$ cat config.mk
export PLATFORM = sky130hd
export DESIGN_NAME = reg_writeback_arb_flat
export DESIGN_NICKNAME = d
export VERILOG_FILES = /design/src/rtl/reg_writeback_arb_if.sv /design/src/rtl/reg_writeback_arb.sv /design/src/flat_wrapper.sv
export SDC_FILE = /design/constraint.sdc
export NUM_CORES = 1
export LEC_CHECK = 0
export BUFFER_PORTS_ARGS = -buffer_cell sky130_fd_sc_hd__buf_2
export CAP_MARGIN = 20
export CELL_PAD_IN_SITES_DETAIL_PLACEMENT = 2
export CELL_PAD_IN_SITES_GLOBAL_PLACEMENT = 2
export CORE_AREA = 2 2 117 119
export DETAILED_ROUTE_END_ITERATION = 10
export DIE_AREA = 0 0 119 121
export GPL_TIMING_DRIVEN = 0
export HOLD_SLACK_MARGIN = 0.1
export PLACE_DENSITY = 0.85
export REMOVE_ABC_BUFFERS = 1
export SLEW_MARGIN = 15
export SYNTH_ARGS = -nofsm -noshare
export SYNTH_HDL_FRONTEND = slang
export SYNTH_SLANG_ARGS = --single-unit
$ cat constraint.sdc
create_clock -name clk -period 9.46 [get_ports clk]
set_clock_uncertainty 0.05 [all_clocks]
set_input_delay 1.892 -clock clk [delete_from_list [all_inputs] [get_ports clk]]
set_output_delay 1.892 -clock clk [all_outputs]
set_load 0.005 [all_outputs]
$ cat src/rtl/reg_writeback_arb_if.sv
// rtl/reg_writeback_arb_if.sv - ALU/IO result inputs and register-file write port of the writeback arbiter.
interface reg_writeback_arb_if;
    logic        alu_valid;
    logic [4:0]  alu_waddr;
    logic [31:0] alu_wdata;
    logic        alu_hold;
    logic        io_valid;
    logic        io_ready;
    logic [4:0]  io_waddr;
    logic [31:0] io_wdata;
    logic        rf_we;
    logic [4:0]  rf_waddr;
    logic [31:0] rf_din;

    modport slave (
        input  alu_valid, alu_waddr, alu_wdata, io_valid, io_waddr, io_wdata,
        output alu_hold, io_ready, rf_we, rf_waddr, rf_din
    );

    modport master (
        output alu_valid, alu_waddr, alu_wdata, io_valid, io_waddr, io_wdata,
        input  alu_hold, io_ready, rf_we, rf_waddr, rf_din
    );
endinterface

$ cat src/rtl/reg_writeback_arb.sv
// rtl/reg_writeback_arb.sv - single-port register writeback arbiter: ALU priority, buffered IO results, anti-starvation drain.
// Optional macro WB_R0_DISCARD_EN suppresses every register-file write to address 0.
module reg_writeback_arb #(
    parameter int DEPTH        = 2,
    parameter int STARVE_LIMIT = 4
) (
    input logic                clk,
    input logic                rst_n,
    reg_writeback_arb_if.slave wb
);
    localparam int PW = (DEPTH > 1) ? $clog2(DEPTH) : 1;
    localparam int CW = $clog2(STARVE_LIMIT + 1);
    localparam logic [PW:0]   DEPTH_C = (PW + 1)'(DEPTH);
    localparam logic [CW-1:0] LIMIT_C = CW'(STARVE_LIMIT);
`ifdef WB_R0_DISCARD_EN
    localparam logic R0_DISCARD = 1'b1;
`else
    localparam logic R0_DISCARD = 1'b0;
`endif

    logic [4:0]       buf_addr [DEPTH];
    logic [31:0]      buf_data [DEPTH];
    logic [DEPTH-1:0] buf_live;
    logic [PW-1:0]    rd_ptr;
    logic [PW-1:0]    wr_ptr;
    logic [PW:0]      count;
    logic [CW-1:0]    starve_cnt;
    logic             ready_en;

    logic alu_win;
    logic drain;
    logic push;
    logic alu_we;
    logic drain_we;

    // ready_en keeps io_ready low through reset and rises on the first edge after release.
    assign wb.io_ready = ready_en && (count < DEPTH_C);
    assign wb.alu_hold = (starve_cnt == LIMIT_C);

    assign alu_win  = wb.alu_valid && !wb.alu_hold;
    assign drain    = !alu_win && (count != '0);
    assign push     = wb.io_valid && wb.io_ready;
    assign alu_we   = alu_win && !(R0_DISCARD && (wb.alu_waddr == 5'd0));
    assign drain_we = drain && buf_live[rd_ptr] && !(R0_DISCARD && (buf_addr[rd_ptr] == 5'd0));

    always_ff @(posedge clk) begin
        if (push) begin
            buf_addr[wr_ptr] <= wb.io_waddr;
            buf_data[wr_ptr] <= wb.io_wdata;
        end
    end

    always_ff @(posedge clk or negedge rst_n) begin
        if (!rst_n) begin
            rd_ptr     <= '0;
            wr_ptr     <= '0;
            count      <= '0;
            buf_live   <= '0;
            starve_cnt <= '0;
            ready_en   <= 1'b0;
        end else begin
            ready_en <= 1'b1;
            // A winning ALU write supersedes any older buffered result for the same register.
            for (int i = 0; i < DEPTH; i++) begin
                if (alu_win && (buf_addr[i] == wb.alu_waddr))
                    buf_live[i] <= 1'b0;
            end
            if (push) begin
                buf_live[wr_ptr] <= !(alu_win && (wb.io_waddr == wb.alu_waddr));
                wr_ptr           <= wr_ptr + 1'b1;
            end
            if (drain)
                rd_ptr <= rd_ptr + 1'b1;
            if (push && !drain)
                count <= count + 1'b1;
            else if (!push && drain)
                count <= count - 1'b1;
            if ((count == '0) || drain)
                starve_cnt <= '0;
            else if (alu_win && (starve_cnt != LIMIT_C))
                starve_cnt <= starve_cnt + 1'b1;
        end
    end

    // Address and data only move on a real write so idle and dead-drain cycles hold them.
    always_ff @(posedge clk or negedge rst_n) begin
        if (!rst_n) begin
            wb.rf_we    <= 1'b0;
            wb.rf_waddr <= 5'd0;
            wb.rf_din   <= 32'd0;
        end else begin
            wb.rf_we <= alu_we || drain_we;
            if (alu_we) begin
                wb.rf_waddr <= wb.alu_waddr;
                wb.rf_din   <= wb.alu_wdata;
            end else if (drain_we) begin
                wb.rf_waddr <= buf_addr[rd_ptr];
                wb.rf_din   <= buf_data[rd_ptr];
            end
        end
    end
endmodule

$ cat src/flat_wrapper.sv
// flat-port wrapper written by rule: the top's interface ports become plain ports
module reg_writeback_arb_flat 
#(
    parameter int DEPTH        = 2,
    parameter int STARVE_LIMIT = 4
)
  (clk, rst_n, wb_alu_valid, wb_alu_waddr, wb_alu_wdata, wb_io_valid, wb_io_waddr, wb_io_wdata, wb_alu_hold, wb_io_ready, wb_rf_we, wb_rf_waddr, wb_rf_din);
  reg_writeback_arb_if wb_i ();
  input logic clk;
  input logic rst_n;
  input wire logic [$bits(wb_i.alu_valid)-1:0] wb_alu_valid;
  input wire logic [$bits(wb_i.alu_waddr)-1:0] wb_alu_waddr;
  input wire logic [$bits(wb_i.alu_wdata)-1:0] wb_alu_wdata;
  input wire logic [$bits(wb_i.io_valid)-1:0] wb_io_valid;
  input wire logic [$bits(wb_i.io_waddr)-1:0] wb_io_waddr;
  input wire logic [$bits(wb_i.io_wdata)-1:0] wb_io_wdata;
  output wire logic [$bits(wb_i.alu_hold)-1:0] wb_alu_hold;
  output wire logic [$bits(wb_i.io_ready)-1:0] wb_io_ready;
  output wire logic [$bits(wb_i.rf_we)-1:0] wb_rf_we;
  output wire logic [$bits(wb_i.rf_waddr)-1:0] wb_rf_waddr;
  output wire logic [$bits(wb_i.rf_din)-1:0] wb_rf_din;
  assign wb_i.alu_valid = wb_alu_valid;
  assign wb_i.alu_waddr = wb_alu_waddr;
  assign wb_i.alu_wdata = wb_alu_wdata;
  assign wb_i.io_valid = wb_io_valid;
  assign wb_i.io_waddr = wb_io_waddr;
  assign wb_i.io_wdata = wb_io_wdata;
  assign wb_alu_hold = wb_i.alu_hold;
  assign wb_io_ready = wb_i.io_ready;
  assign wb_rf_we = wb_i.rf_we;
  assign wb_rf_waddr = wb_i.rf_waddr;
  assign wb_rf_din = wb_i.rf_din;
  reg_writeback_arb #(.DEPTH(DEPTH), .STARVE_LIMIT(STARVE_LIMIT)) u_core (.clk(clk), .rst_n(rst_n), .wb(wb_i));
endmodule
---- Word-level counts from Yosys, hierarchy flattened ----
Memories as Yosys holds them, arrays and structs flattened.
Cells that the tools add are included.
Widths: inputs -> output; s select.
word-level totals
  bits in writable memories ............... 74
  input bits .............................. 78
  register bits ........................... 48
  memories kept ........................... 2
memories
  memory           words  bits a word  read ports  clocked after Yosys merged registers in  wr ports  RTL line                 RTL
  u_core.buf_data  2      32           1           0                                        1         reg_writeback_arb.sv:22  logic [31:0] buf_data [DEPTH];
  u_core.buf_addr  2      5            3           0                                        1         reg_writeback_arb.sv:21  logic [4:0] buf_addr [DEPTH];
operators by class
  $lt $le $gt $ge ......................... 4
  reduce and logical (&&, ||, !) cells .... 24
  equal/unequal tests ..................... 5
  muxes and demuxes ....................... 18
  add/subtract/negate cells ............... 5
operators with widths
  cell                 count
  $mux 32              2
  $eq 5x5->1           3
  $logic_and 1x1->1    12
  $mux 5               2
  $reduce_bool 2->1    4
  $mux 1               7
  $mux 2               3
  $mux 3               2
  $logic_not 1->1      5
  $lt 1x2->1 const B   2
  $add 3x1->3 const B  1
  $eq 3x3->1 const B   1
  $ne 3x3->1 const B   1
  $add 1x1->1 const B  2
  $add 2x1->2 const B  1
  $bwmux 2             1
  $logic_not 2->1      1
  $logic_or 1x1->1     2
  $lt 2x2->1 const B   1
  $sub 2x1->2 const B  1
  $demux 1 s1          1
  $ge 1x1->1 const B   1

---- Depth between registers and ports, before layout ----
Gate-level depths: netlist (run 1).
  depth after elaboration ................. 8
  gate-level depth with buffers ........... 9
  depth with buffers taken out ............ 9

---- Worst setup path before layout (run 1) ----
OpenSTA, ideal clock, no wires.
  path type ............................... input port to flip-flop
  from .................................... in wb_io_valid
  to ...................................... mem u_core.buf_addr[0][0], enable pin
  cell stages on the path ................. 3
  data arrival time ....................... 3.954 ns
  path slack .............................. 5.018 ns
  cells stage by stage .................... and3b_1 clkbuf_1 nor2b_1
between the ends
  word-level cells in the longest chain between the ends .. 3
RTL lines
  what                          RTL line                 RTL
  start: declaration            flat_wrapper.sv:14       input wire logic [$bits(wb_i.io_valid)-1:0] wb_io_valid;
  $logic_and 1x1->1             reg_writeback_arb.sv:42  assign push = wb.io_valid && wb.io_ready;
  $mux 1                        reg_writeback_arb.sv:47  if (push) begin
  $mux 1 (not written as such)  reg_writeback_arb.sv:48  buf_addr[wr_ptr] <= wb.io_waddr;
  end: declaration              reg_writeback_arb.sv:21
No other way between the ends.

---- Worst setup path in the final report (run 1) ----
  from .................................... reg u_core.starve_cnt[0]
  to ...................................... out wb_alu_hold
between the ends
  word-level cells in the longest chain between the ends .. 1
RTL lines
  what                      RTL line                 RTL
  start: declaration        reg_writeback_arb.sv:27  logic [CW-1:0] starve_cnt;
  start signal: assignment  reg_writeback_arb.sv:81  starve_cnt <= starve_cnt + 1'b1;
  $eq 3x3->1                reg_writeback_arb.sv:38  assign wb.alu_hold = (starve_cnt == LIMIT_C);
  end: declaration          flat_wrapper.sv:17       output wire logic [$bits(wb_i.alu_hold)-1:0] wb_alu_hold;
No other way between the ends.

==> flow_metrics.py, run 1 <==
metrics = {
    "pwr": {
        "p_sw_mw": 0.600,
        "comb_power_share": 0.300,
        "leakagePower_nw": 2.70,
        "sw_frac_of_total": 0.312,
        "p_per_area_mw_per_mm2": 298,
        "power.share.clock": 0.305,
        "seq_power_share": 0.394,
        "ir_drop_mv": 0.164,
        "p_int_mw": 1.32,
    },
    "timing": {
        "final-setup-viol-count": 0,
        "fin_tns_setup_ps": 0,
        "fmax_mhz": 298,
        "fin_ws_ps": 6110,
        "final_hold_viol_count": 0,
        "worst_pin_slew_ps": 959,
        "final_max_slew_viol_count": 0,
        "slew_headroom": 0.361,
        "rsz0062_at_grt": "false",
        "period_minus_slack_ps": 3350,
        "finalCritPeriodShare": 0.354,
    },
    "detailed_routing": {
        "wl_per_cell_um": 19.9,
        "via_count": 3259,
        "ant_nets": 0,
        "drt_first_iter_violations": 170,
        "wirelength_um": 13100,
        "drt_first_pass_iters": 4,
        "drc": 0,
        "vias_per_cell": 4.96,
    },
    "grt": {
        "antenna_found_initial": 1,
        "grt_pass1_wl_um": 21000,
        "grt.total_usage": 0.199,
        "gr-total-overflow": 0,
        "grt_max_degree": 49,
        "first_global_vias": 3792,
    },
    "synth": {
        "synth_top_family_by_area": "multiplexers",
        "synthMuxAreaShare": 0.161,
        "synth-simple-area-share": 0.0492,
        "syn_inst": 341,
        "yosys_warnings": 0,
        "yosysSeqAreaShare": 0.680,
        "syn_area_mm2": 0.00504,
        "synth_seq_cells": 122,
        "synth_cell_type_count": 29,
        "synthXorXnorAreaFrac": 0.0365,
        "synth_compound_area_frac": 0.0447,
        "synth.avg_cell_area_um2": 14.8,
        "synthAdderAreaFrac": 0.00745,
    },
    "floorplan": {
        "rows": 42,
        "fp.dieH_um": 121,
        "coreArea_mm2": 0.0131,
        "initial_core_util": 0.385,
        "io_pins": 118,
        "die_w_um": 119,
        "die-area_mm2": 0.0144,
    },
    "clocking": {
        "ctsLongestPathBuffers": 2,
        "cts_hold_buf": 0,
        "cts_resized": 0,
        "clockRootBuffer": "clkbuf_16",
        "cts_tree": "yes",
        "post_cts_buffers": 0,
        "clkTransAtPathRegs_ps": 50,
        "htreeDepth": 4,
        "worstSkewPairLatency_ps": 420,
        "numCtsBuffers": 17,
        "clock-sinks": 122,
    },
    "setup_path": {
        "cp.required_ps": 7520,
        "endpoint_kind": "output port",
        "critical_path_class": "reg2out",
        "cp-start-kind": "flip-flop",
        "r2r_cells": 4,
        "worstPathMaxFanout": 3,
        "worstPathArrival_ps": 1410,
    },
    "cells_and_area": {
        "syn_to_final_growth_pct": 28.1,
        "final_common_cell": "buf_2",
        "final_nets": 548,
        "finalNonFillerCells": 657,
        "drive_gt1_frac": 0.398,
        "final_cell_mix": "116 x buf_2, 74 x edfxtp_1, 47 x dfrtp_1, 39 x o21ai_1, 39 x nand2_1",
    },
    "min_path": {
        "hold_class": "reg2reg",
        "whs_path_depth": 1,
    },
    "job": {
        "drv_cap": 0,
    },
    "placed_design": {
        "port_buffers": 117,
        "dp_hpwl_um": 8460,
        "placed_cells": 624,
        "dp_slack_ps": 5900,
        "place_congestion": 0.703,
    },
    "run_status": {
        "outcome": "finished, final reports clean",
    },
}
metal layers:
metal / vias to the layer above / GRT usage / routed length (µm)
met4: 0 / 0.0789 / 220
met2: 86 / 0.359 / 7120
li1: 1487 / - / -
met1: 1668 / 0.222 / 5210
met5: - / 0 / 0
met3: 18 / 0.0564 / 530
kinds of logic after synthesis:
logic type	Yosys count
XOR/XNOR	21
flip-flops	122
AND/OR/NAND/NOR	55
buffers and inverters	20
AO/OA/AOI/OAI	43
multiplexers	76
other	1
adder cells (fa/ha/maj)	3
flip-flops by register name, summed over array words and instances, names as in the netlist:
name / count
u_core.wb.rf_waddr: 5
u_core.starve_cnt: 3
u_core.ready_en: 1
u_core.buf_live: 2
u_core.count: 2
u_core.buf_addr: 10
u_core.wb.rf_din: 32
u_core.wr_ptr: 1
u_core.wb.rf_we: 1
u_core.buf_data: 64
u_core.rd_ptr: 1
cell usage after synthesis:
| library cell | instances | share of area |
|---|---|---|
| nand4_1 | 3 | 0.0037 |
| mux2_2 | 37 | 0.083 |
| mux2i_2 | 1 | 0.0027 |
| nor2_8 | 1 | 0.0040 |
| edfxtp_1 | 74 | 0.44 |
| nor2_1 | 5 | 0.0037 |
| xnor2_1 | 14 | 0.024 |
| buf_2 | 3 | 0.0030 |
| xor2_1 | 7 | 0.012 |
| clkbuf_1 | 7 | 0.0052 |
| nor3_1 | 2 | 0.0020 |
| and2_1 | 1 | 0.0012 |
| and3b_1 | 1 | 0.0017 |
| conb_1 | 1 | 0.00074 |
| mux2i_1 | 38 | 0.076 |
| o22ai_1 | 1 | 0.0012 |
| o31ai_1 | 1 | 0.0015 |
| a21boi_2 | 1 | 0.0022 |
| buf_6 | 3 | 0.0067 |
| o21ai_1 | 39 | 0.039 |
| nand2b_1 | 1 | 0.0012 |
| ha_1 | 3 | 0.0075 |
| o21ai_0 | 1 | 0.00099 |
| nand2_1 | 39 | 0.029 |
| buf_4 | 1 | 0.0015 |
| nor2b_1 | 2 | 0.0025 |
| dfrtp_1 | 48 | 0.24 |
| buf_1 | 2 | 0.0015 |
| inv_1 | 4 | 0.0030 |
per-stage QoR:
step / total power, mW / hold slack, ps / utilization / cell area [µm²]
final: 1.92 / 449 / 0.493 / 6450
after global routing: 2.03 / 487 / 0.493 / 6450
after global placement: 1.29 / 399 / 0.440 / 5750
after detailed placement: 1.35 / 436 / 0.453 / 5920
after CTS: 1.95 / 450 / 0.493 / 6450
after floorplan: 1.11 / 382 / - / 4950
power by group through the flow:
stage | combinational [mW] | sequential, mW | clock, mW
after floorplan | 0.345 | 0.766 | 0
after global placement | 0.511 | 0.779 | 0
after detailed placement | 0.582 | 0.767 | 0
after global routing | 0.636 | 0.772 | 0.625
final | 0.578 | 0.758 | 0.587
after CTS | 0.591 | 0.760 | 0.603
final timing paths:
check	start	end	slack [ps]
setup / recovery	u_core.starve_cnt[0]	wb_alu_hold	6110
hold / removal	u_core.starve_cnt[0]	u_core.starve_cnt[0]	450
setup reg to reg	u_core.rd_ptr	u_core.wb.rf_din[17]	7300
hold reg to reg	u_core.starve_cnt[0]	u_core.starve_cnt[0]	450
max in group asynchronous	rst_n	u_core.rd_ptr	7380
min in group asynchronous	rst_n	u_core.count[1]	1470
layout make-up:
class,count,area [µm²]
diodes,1,2.50
clock buffers,20,447
clock inverters,12,81.3
fillers,1254,6630
inverters,4,15.0
multi-input cells,199,1520
flip-flops and latches,122,3420
well taps,176,220
repair buffers,123,738
worst max-delay path: stages (launching register included):
cell,delay (ps)
dfrtp_1,380
inv_1,60
ha_1,240
and2_1,190
buf_2,130
No activity file was read; power rests on OpenSTA's default activity.
==> run 2: changes to the inputs <==
Settings changed: ABC_AREA set to 1, CORE_AREA 2 2 117 119 to 2 2 129 131, DIE_AREA 0 0 119 121 to 0 0 131 133, PLACE_DENSITY 0.85 to 0.81.
Clock period 9.46 ns to 3.3 ns, I/O delays scaled along.
==> run 2 against run 1 <==
Power grew to 3.1 times the previous value. Critical endpoint is now u_core.wb.rf_din[15]. Synthesized area grew 6.3%. Synthesized cell count rose by 56%. Design area is 4.5% higher. First-iteration DRC count fell by 15%. Worst hold slack lost 200 ps. Clock power rose to 3.1 times the previous value. Via count up 30%. Worst setup slack got worse by 5600 ps.
==> flow_metrics.py, run 2 <==
metrics = {
    "synth": {
        "yosys.cell_count.top_type": "nand2_1",
        "synthTopCellsByCount": "201 x nand2_1, 78 x nand3_1, 74 x edfxtp_1, 48 x dfrtp_1, 32 x o21a_1",
        "synth.avg_cell_area_um2": 10.1,
        "yosys_warnings": 0,
        "syn_inst": 531,
        "synthXorXnorAreaFrac": 0.00818,
        "synth_top_area_frac": 0.415,
        "synth_area_leaders": "edfxtp_1 42%, dfrtp_1 22%, nand2_1 14%, nand3_1 7.3%, o21a_1 4.5%",
        "synth_seq_cells": 122,
        "synth_edf_count": 74,
        "synthAdderAreaFrac": 0.00701,
        "synth_cell_type_count": 20,
        "synth_compound_area_frac": 0.0556,
        "async_reset_ff_frac": 0.393,
        "ys.flop_type": "edfxtp_1",
        "synth_top_family_by_area": "simple AND/OR/NAND/NOR gates",
        "syn_area_mm2": 0.00535,
        "synth_top_cell_by_area": "edfxtp_1",
        "synth-simple-area-share": 0.229,
        "yosysSeqAreaShare": 0.640,
        "synthMuxAreaShare": 0,
    },
    "clocking": {
        "cts_tree": "yes",
        "post_cts_buffers": 0,
        "clockRootBuffer": "clkbuf_16",
        "clkTransAtPathRegs_ps": 60,
        "numCtsBuffers": 17,
        "ctsLongestPathBuffers": 2,
        "cts_hold_buf": 0,
        "worstSkewPairLatency_ps": 410,
        "htreeDepth": 4,
        "clock-sinks": 122,
    },
    "timing": {
        "fin_tns_setup_ps": 0,
        "finalCritPeriodShare": 0.839,
        "fmax_mhz": 361,
        "final_hold_viol_count": 0,
        "rsz0062_at_grt": "false",
        "worst_pin_slew_ps": 688,
        "final_max_slew_viol_count": 0,
        "final-setup-viol-count": 0,
        "slew_headroom": 0.540,
        "whs_ps": 248,
        "period_minus_slack_ps": 2770,
    },
    "floorplan": {
        "fp.dieH_um": 133,
        "coreArea_mm2": 0.0162,
        "rows": 47,
        "die_w_um": 131,
        "io_pins": 118,
        "initial_core_util": 0.331,
        "die-area_mm2": 0.0174,
    },
    "detailed_routing": {
        "drt_first_pass_iters": 4,
        "drc": 0,
        "wirelength_um": 15600,
        "vias_per_cell": 4.82,
        "wl_per_cell_um": 17.8,
        "drt_first_iter_violations": 145,
        "via_count": 4231,
        "ant_nets": 0,
    },
    "cells_and_area": {
        "final_nets": 726,
        "final_common_cell": "nand2_1",
        "largest_register": "u_core.buf_data",
        "diodes": 0,
        "finalNonFillerCells": 878,
        "postLayoutCoreUtil": 0.417,
        "top_regs": "u_core.buf_data (64), u_core.wb.rf_din (32), u_core.buf_addr (10)",
        "largest_register_ffs": 64,
        "final_cell_mix": "201 x nand2_1, 116 x buf_2, 78 x nand3_1, 74 x edfxtp_1, 47 x dfrtp_1",
        "drive_gt1_frac": 0.243,
        "syn_to_final_growth_pct": 26.0,
    },
    "pwr": {
        "p_int_mw": 3.85,
        "p_per_area_mw_per_mm2": 871,
        "sw_frac_of_total": 0.344,
        "leakagePower_nw": 3.10,
        "total_power_mw": 5.87,
        "comb_power_share": 0.313,
        "power.share.clock": 0.309,
        "seq_power_share": 0.378,
        "p_sw_mw": 2.02,
        "ir_drop_mv": 0.471,
    },
    "job": {
        "drv_cap": 0,
    },
    "placed_design": {
        "port_buffers": 117,
        "place_congestion": 0.696,
        "placed_cells": 846,
        "dp_hpwl_um": 10200,
    },
    "setup_path": {
        "cp_num_buf_inv": 4,
        "cp-start-kind": "flip-flop",
        "startpoint": "u_core.rd_ptr",
        "worstPathMaxFanout": 40,
        "crit_slowest_cell": "dfrtp_2",
        "r2r-start": "u_core.rd_ptr",
        "critical_path_class": "reg2reg",
        "endpoint_kind": "flip-flop",
        "max_stage_delay_ps": 470,
        "regToRegSetupSlack_ps": 530,
        "cp.required_ps": 3540,
        "worstReg2RegEnd": "u_core.wb.rf_din[15]",
        "cp-endpoint": "u_core.wb.rf_din[15]",
        "crit_family": "buffers and inverters",
        "cp_cell_sequence": "buf_12, inv_4, nand2_1, o211ai_4, buf_8, buf_8, nand2_4, nand2_1, nand2_1",
        "worstPathArrival_ps": 3010,
        "crit_cells": 9,
        "r2r_cells": 9,
        "crit_top_cell": "nand2_1",
    },
    "min_path": {
        "hold_class": "in2async",
    },
    "grt": {
        "first_global_vias": 4865,
        "grt_pass1_wl_um": 25600,
        "grt.total_usage": 0.195,
        "grt_max_degree": 65,
        "gr-total-overflow": 0,
        "antenna_found_initial": 0,
    },
    "run_status": {
        "outcome": "finished, final reports clean",
    },
}
==> run 2: stage by stage <==
| stage | setup slack, ps | instance area, µm² |
|---|---|---|
| after floorplan | 186 | 5150 |
| after global placement | -2530 | 6010 |
| after detailed placement | -146 | 6160 |
| after CTS | 103 | 6740 |
| after global routing | 303 | 6750 |
| final | 532 | 6750 |
==> run 2: routing by layer <==
metal  vias up  wire (µm)  GRT usage  share of wire
met5         -          0          0              0
met4         0        229     0.0603          0.015
met3        19        487     0.0400          0.031
met2        91       8670      0.358           0.55
met1      2144       6250      0.224           0.40
li1       1977          -          -              -
==> run 2: area by class of cell <==
cell class	instances	area, µm²
multi-input combinational	349	1640
clock inverter	9	96.3
sequential	122	3420
inverter	32	123
tap	220	275
fill	1740	9430
timing repair buffer	123	706
clock buffer	23	478
==> run 2: worst min path at each step <==
stage                    startpoint  slack [ps]  cells past startpoint              endpoint
2_1_floorplan                 rst_n         310                      0    u_core.buf_live[0]
6_report                      rst_n         250                      1  u_core.wb.rf_din[16]
3_3_place_gp   u_core.starve_cnt[0]         390                      1  u_core.starve_cnt[0]
4_1_cts                       rst_n         260                      1  u_core.wb.rf_din[16]
5_1_grt                       rst_n         290                      1  u_core.wb.rf_din[22]
3_5_place_dp   u_core.starve_cnt[0]         430                      1  u_core.starve_cnt[0]
==> run 2: power groups by stage <==
stage	Combinational, mW	Sequential [mW]	Clock [mW]
2_1_floorplan	0.889	2.27	0
3_3_place_gp	1.55	2.30	0
3_5_place_dp	1.86	2.25	0
4_1_cts	1.90	2.23	1.86
5_1_grt	2.09	2.27	1.92
6_report	1.84	2.22	1.81
==> run 2: timing repair <==
item,CTS,global route
hold endpoints to repair,0,0
pin swaps,0,0
endpoints found under the setup margin,38,15
gates resized for setup,1,1
==> run 2: worst register-to-register path, stage by stage (launching register included) <==
cell and delay, ps:
dfrtp_2 470, buf_12 210, inv_4 420, nand2_1 200, o211ai_4 280, buf_8 240, buf_8 180, nand2_4 320
nand2_1 210, nand2_1 70
==> run 2: cell families (layout without fill, tap and decap cells) <==
| logic type | after synthesis | in the layout |
|---|---|---|
| buf+inv | 60 | 187 |
| simple gates | 298 | 298 |
| xor+xnor | 5 | 5 |
| fa+ha+maj | 3 | 3 |
| other cells | 1 | 1 |
| flops | 122 | 122 |
| compound gates | 42 | 42 |
